--- config.mk ---
export PLATFORM = sky130hd
export DESIGN_NAME = upb_ctl
export DESIGN_NICKNAME = d
export VERILOG_FILES = /design/src/rtl/upb_ctl.sv
export SDC_FILE = /design/constraint.sdc
export NUM_CORES = 1
export LEC_CHECK = 0
export ABC_AREA = 1
export ABC_CLOCK_PERIOD_IN_PS = 1530
export BUFFER_PORTS_ARGS = -buffer_cell sky130_fd_sc_hd__buf_2
export CAP_MARGIN = 15
export CELL_PAD_IN_SITES_DETAIL_PLACEMENT = 1
export CELL_PAD_IN_SITES_GLOBAL_PLACEMENT = 1
export CORE_MARGIN = 3
export CORE_UTILIZATION = 37
export CTS_CLUSTER_SIZE = 14
export DETAILED_ROUTE_END_ITERATION = 12
export MAX_ROUTING_LAYER = met4
export PLACE_DENSITY_LB_ADDON = 0.1
export SLEW_MARGIN = 30
export SYNTH_ARGS = -nofsm -noshare
export SYNTH_HDL_FRONTEND = slang
export SYNTH_SLANG_ARGS = --single-unit
--- constraint.sdc ---
create_clock -name clk -period 1.53 [get_ports clk]
set_clock_uncertainty 0.05 [all_clocks]
set_input_delay 0.153 -clock clk [delete_from_list [all_inputs] [get_ports clk]]
set_output_delay 0.153 -clock clk [all_outputs]
set_load 0.05 [all_outputs]
--- src/rtl/upb_ctl.sv ---
// upb_ctl: sequences one UPB predictor coefficient update per sample over B1..B6
// and keeps the coefficient and DQ history storage.
module upb_ctl #(
    parameter int LAT = 1
) (
    input  logic        clk,
    input  logic        reset,
    input  logic        scan_in0,
    input  logic        scan_in1,
    input  logic        scan_in2,
    input  logic        scan_in3,
    input  logic        scan_in4,
    input  logic        scan_enable,
    input  logic        test_mode,
    output logic        scan_out0,
    output logic        scan_out1,
    output logic        scan_out2,
    output logic        scan_out3,
    output logic        scan_out4,
    input  logic        start,
    input  logic [15:0] DQ,
    input  logic        tr,
    input  logic [1:0]  rate_in,
    output logic        upb_Un,
    output logic [15:0] upb_DQn,
    output logic [15:0] upb_Bn,
    output logic [1:0]  upb_rate,
    input  logic [15:0] upb_BnP,
    output logic        busy,
    output logic        done,
    input  logic [2:0]  rd_sel,
    output logic [15:0] rd_data
);
    typedef enum logic [1:0] {IDLE, ISSUE, SHIFT, DONE} state_t;
    localparam logic [1:0] LAST_CNT = 2'(LAT);
    state_t      state, state_nx;
    logic [2:0]  k;
    logic [1:0]  cnt;
    logic [15:0] b   [6];
    logic [15:0] dqh [6];
    logic [15:0] dq_lat;
    logic        tr_lat;
    logic [1:0]  rate_lat;
    logic        issue, last;
    logic        unused_scan;
    assign unused_scan = ^{scan_in0, scan_in1, scan_in2, scan_in3, scan_in4, scan_enable, test_mode};
    assign {scan_out0, scan_out1, scan_out2, scan_out3, scan_out4} = 5'b0;
    assign issue = state == ISSUE;
    assign last  = issue && cnt == LAST_CNT;
    always_comb begin
        state_nx = state == IDLE  ? (start ? ISSUE : IDLE) :
                   state == ISSUE ? ((last && k == 3'd5) ? SHIFT : ISSUE) :
                   state == SHIFT ? DONE : IDLE;
    end
    always_ff @(posedge clk or negedge reset) begin
        if (!reset) begin
            state    <= IDLE;
            k        <= '0;
            cnt      <= '0;
            dq_lat   <= '0;
            tr_lat   <= 1'b0;
            rate_lat <= '0;
            for (int i = 0; i < 6; i++) begin
                b[i]   <= '0;
                dqh[i] <= '0;
            end
        end else begin
            state <= state_nx;
            if (state == IDLE && start) begin
                dq_lat   <= DQ;
                tr_lat   <= tr;
                rate_lat <= rate_in;
                k        <= '0;
                cnt      <= '0;
            end
            if (issue) begin
                cnt <= last ? 2'd0 : cnt + 2'd1;
                if (last) begin
                    b[k] <= tr_lat ? 16'h0000 : upb_BnP;
                    k    <= k == 3'd5 ? 3'd0 : k + 3'd1;
                end
            end
            if (state == SHIFT) begin
                dqh[0] <= dq_lat;
                for (int i = 1; i < 6; i++) dqh[i] <= dqh[i-1];
            end
        end
    end
    // UPB sees live values only while a coefficient is being issued
    assign upb_Un   = issue & (dq_lat[15] ^ dqh[k][15]);
    assign upb_DQn  = issue ? dq_lat : 16'h0000;
    assign upb_Bn   = issue ? b[k] : 16'h0000;
    assign upb_rate = issue ? rate_lat : 2'b00;
    assign busy     = state != IDLE;
    assign done     = state == DONE;
    assign rd_data  = rd_sel < 3'd6 ? b[rd_sel] : 16'h0000;
endmodule

# Word-level counts from Yosys, hierarchy flattened
# Cells that the tools add are included.
# totals
inputBits	48
reg_bits	218
out_inout_bits	58
wordCells	70
# op_classes
mux	29
add_sub_neg	2
reduce_logical	8
bitwise	4
magnitude_cmp	4
eq_ne	5
# ops
operator	count
16-bit 2-to-1 mux	11
16-bit binary-select mux with 3-bit select	3
96-bit bitwise mux	1
16-bit demux with 3-bit select	1
2-bit 2-to-1 mux	8
3-bit 2-to-1 mux	4
4-bit >= comparator, second input constant	2
3-bit NOT with 4-bit output	2
2-bit by 1-bit equality test with 1-bit output, second input constant	2
2-bit equality test, second input constant	2
1-bit logical AND	4
4-bit by 1-bit < comparator with 1-bit output, second input constant	1
2-bit nonzero test	2
3-bit by 1-bit adder with 3-bit output, second input constant	1
3-bit equality test, second input constant	1
3-bit < comparator, second input constant	1
2-bit by 1-bit adder with 2-bit output, second input constant	1
2-bit logical NOT	1
2-bit AND reduction	1
1-bit bitwise AND	1
1-bit 2-to-1 mux	1
1-bit XOR	1

# Logic depth before layout (Yosys ltp)
# depth
ltp_word	6
depth_mapped	9

# Worst setup path after synthesis
# OpenSTA, ideal clock, no wires.
# synth_timing
path_kind	input to output
startpoint	in rd_sel[0]
endpoint	out rd_data[15]
slack_ns	-0.690
n_path_buf	3
cell_stages	5
t_arrival_ns	2.017
t_required_ns	1.327
path_cell_list	clkbuf_1 > buf_2 > clkbuf_1 > o211ai_1 > o21ai_0
# synth_via
elab_chain_cells	5
elab_cells_between_ends	6
# synth_rtl
element	line	text
from (decl)	31	input logic [2:0] rd_sel,
3-bit NOT with 4-bit output (implied by the code)	96	assign rd_data = rd_sel < 3'd6 ? b[rd_sel] : 16'h0000;
16-bit binary-select mux with 3-bit select	96	
16-bit 2-to-1 mux (implied by the code) (2 in series)	96	
16-bit 2-to-1 mux *	96	
to (decl)	32	output logic [15:0] rd_data
# Mark *: on every way between the ends. The rest lies on a longest branch, timed or not. The select of a mux whose other input is x is not followed.

# Final worst setup path
# layout_timing
startpoint	reg k[0]
endpoint	out upb_Bn[14]
# layout_via
elab_chain_cells	5
# layout_rtl
element	line	text
from (decl)	37	logic [2:0] k;
from (signal assigned)	80	k <= k == 3'd5 ? 3'd0 : k + 3'd1;
3-bit NOT with 4-bit output (implied by the code)	92	assign upb_Bn = issue ? b[k] : 16'h0000;
16-bit binary-select mux with 3-bit select	92	
16-bit 2-to-1 mux (implied by the code) (2 in series)	92	
16-bit 2-to-1 mux	92	
to (decl)	26	output logic [15:0] upb_Bn,
# Every way passes these cells. The select of a mux whose other input is x is not followed.

==> flow_metrics.env <==
export IMPL_setup_ws_ns=-0.8121
export IMPL_yosysSeqAreaShare_pct=46.01
export IMPL_vias=8481
export IMPL_start_kind="register"
export IMPL_maxCapViolCount=0
export IMPL_vias_per_cell=5.981
export IMPL_holdWs_ns=0.1027
export IMPL_busiest_layer="met2"
export IMPL_rows=49
export IMPL_clock_root_buffer="clkbuf_16"
export IMPL_synth_top_cells_by_area="dfrtp_1 (46%), nand2_1 (14%), o21ai_0 (14%), inv_1 (7.1%), o211ai_1 (3.5%)"
export IMPL_critPathMaxFanout=14
export IMPL_numPortBuffers=93
export IMPL_first_pass_iters=5
export IMPL_drive_gt1_share_pct=46.38
export IMPL_setup_viol=155
export IMPL_required_ns=1.33
export IMPL_dp_cells=1305
export IMPL_clock_path_buffers=2
export IMPL_slew_violations=0
export IMPL_criticalPathCategory="reg -> out"
export IMPL_postRouteAntennaNets=0
export IMPL_synth_area_leader_cell="dfrtp_1"
export IMPL_routabilityCongestion=0.8291
export IMPL_wire_per_inst_um=27.48
export IMPL_core_area_um2=18210
export IMPL_cts_clk_slew_worst_paths_ns=0.06
export IMPL_final_cell_mix="nand2_1 (160), dfrtp_1 (125), o21ai_1 (100)"
export IMPL_grt_pass1_wl_um=48780
export IMPL_overflow=0
export IMPL_antenna_found_initial=1
export IMPL_cts_sinks=128
export IMPL_fin_nets=1223
export IMPL_synth_async_sr_flop_share_pct=100.0
export IMPL_ys_warnings_count=0
export IMPL_synth_ff_type="dfrtp_1"
export IMPL_instances_no_fill=1418
export IMPL_tritoncts="built"
export IMPL_syn_area_um2=6962
export IMPL_max_freq_mhz=427.0
export IMPL_grt_util_met1_pct=40.10
export IMPL_end_kind="output port"
export IMPL_syn_area_per_cell_um2=7.244
export IMPL_min_period_ns=2.342
export IMPL_use_met2_pct=54.35
export IMPL_synth_cells=961
export IMPL_relSlewSlack_pct=44.87
export IMPL_hold_path_class="in -> reg"
export IMPL_io_pins=106
export IMPL_fill_cells=2005
export IMPL_grt_pass1_vias=8406
export IMPL_cts_buffers=17
export IMPL_initialDrtViolationCount=819
export IMPL_syn2layout_area_growth_pct=68.62
export IMPL_irDropWorstVdd_mv=1.541
export IMPL_drc_errors=0
export IMPL_ys_ff_latch=128
export IMPL_fp_dieArea_um2=20500
export IMPL_rsz0062_at_grt="true"
export IMPL_yosysTopAreaCellShare_pct=46.01
export IMPL_fp_dieW_um=143.2
export IMPL_finalCritPeriodShare_pct=153.1
export IMPL_hold_viol_final=0
export IMPL_worst_pin_slew_ns=0.8239
export IMPL_violations="negative setup slack"
export IMPL_final_common_cell="nand2_1"
export IMPL_use_met3_pct=4.555
export IMPL_grt_max_degree=50
export IMPL_status="complete, but fails checks"
export IMPL_clk_latency_ns=0.44
export IMPL_start_util_pct=38.23
export IMPL_die_h_um=143.2
export IMPL_p_leak_nw=5.565
export IMPL_grt_use_total_pct=32.50
export IMPL_synth_cell_types=28
export IMPL_routed_wl_um=38970
export IMPL_power_density_nw_per_um2=2569
export IMPL_synth_edf_count=0
export IMPL_htreeDepth=4
export IMPL_dp_hpwl_um=17450
export IMPL_critPathArrivalTime_ns=2.14
==> registers in the layout, indices dropped and copies added, names as in the netlist <==
name      count
b            96
cnt           2
dq_lat       16
dqh           6
k             3
rate_lat      2
state         2
tr_lat        1
==> final timing paths <==
kind                                     start             endpoint  slack [ns]  depth (start not counted)
hold reg to reg            dqh[31]$_DFFE_PN0P_  dqh[31]$_DFFE_PN0P_        0.46                          2
setup reg to reg                k[0]$_DFF_PN0_    b[37]$_DFFE_PN0P_       -0.49                         10
min in group asynchronous                reset    b[65]$_DFFE_PN0P_        0.16                          2
setup / recovery                k[0]$_DFF_PN0_           upb_Bn[14]       -0.81                          8
hold / removal                           start   state[0]$_DFF_PN0_        0.10                          4
max in group asynchronous                reset    b[58]$_DFFE_PN0P_        0.67                          3
==> per-layer routing <==
layer  part of all wire (%)  up-vias
li1                       -     3526
met1                     37     4271
met2                     49      513
met3                    7.7      171
met4                    6.0        0
met5                      0        -
==> synth_stat cells (2+ instances only) <==
master and n:
o211ai_1 32, buf_2 16, clkbuf_1 38, buf_1 6, nand2_2 3, o22ai_1 16, nor2_1 38, dfrtp_1 128
o21ai_0 188, buf_4 6, a21oi_1 34, nor2_4 2, nor3_4 3, inv_1 132, nand2_1 265, o21ai_1 14
inv_2 4, nand3_1 26
==> power by group <==
group	internal, mW	total (mW)	switching [mW]
Combinational	7.42	19.7	12.2
Clock	2.59	4.44	1.85
Sequential	4.92	6.07	1.15
==> cells by family after synthesis <==
kind of cell | after synthesis | synth area share (%)
and+or+nand+nor | 342 | 20.18
AOI/OAI and AO/OA | 285 | 21.96
buffers and inverters | 205 | 11.79
DFF | 128 | 46.01
other | 1 | 0.05387
==> through the flow <==
step                      setup WS (ns)  power, mW  setup TNS (ns)  area, um^2  util (%)
final                           -0.8121      30.15          -56.81       11740     64.47
after global routing            -0.8275      31.17          -63.48       11740     64.47
after CTS                       -0.5766      26.12          -34.75       10710     58.80
after detailed placement        -0.2643      18.18          -15.01        8584     47.14
after global placement          -0.2709      17.87          -9.905        8584     47.14
after floorplan                -0.07481      14.18         -0.6924        7333         -
==> worst max-delay path, cell delays in order (launching register included) <==
cell and delay, ns:
dfrtp_2 0.49, buf_4 0.19, clkbuf_16 0.19, a21oi_1 0.18, o21ai_1 0.13, nand3_1 0.14
nand2_1 0.13, clkinvlp_4 0.11, buf_6 0.15
==> area by class of cell <==
| type | count | area (um^2) | area share [%] |
|---|---|---|---|
| tap | 229 | 286.5 | 2.441 |
| clock buffer | 17 | 425.4 | 3.624 |
| inverter | 137 | 581.8 | 4.956 |
| clock inverter | 15 | 186.4 | 1.588 |
| sequential | 128 | 3207 | 27.32 |
| antenna | 1 | 2.502 | 0.02132 |
| multi-input combinational | 632 | 4018 | 34.22 |
| timing repair buffer | 259 | 3032 | 25.83 |
==> timing repair <==
action | in CTS | in global routing
hold buffers | 20 | 0
resized for setup | 348 | 284
setup buffers | 27 | 23
gates cloned | 13 | 7
endpoints found under the setup margin | 149 | 171
endpoints found under the hold margin | 147 | 0
pin swaps | 17 | 48
No activity file was read; power rests on OpenSTA's default activity.
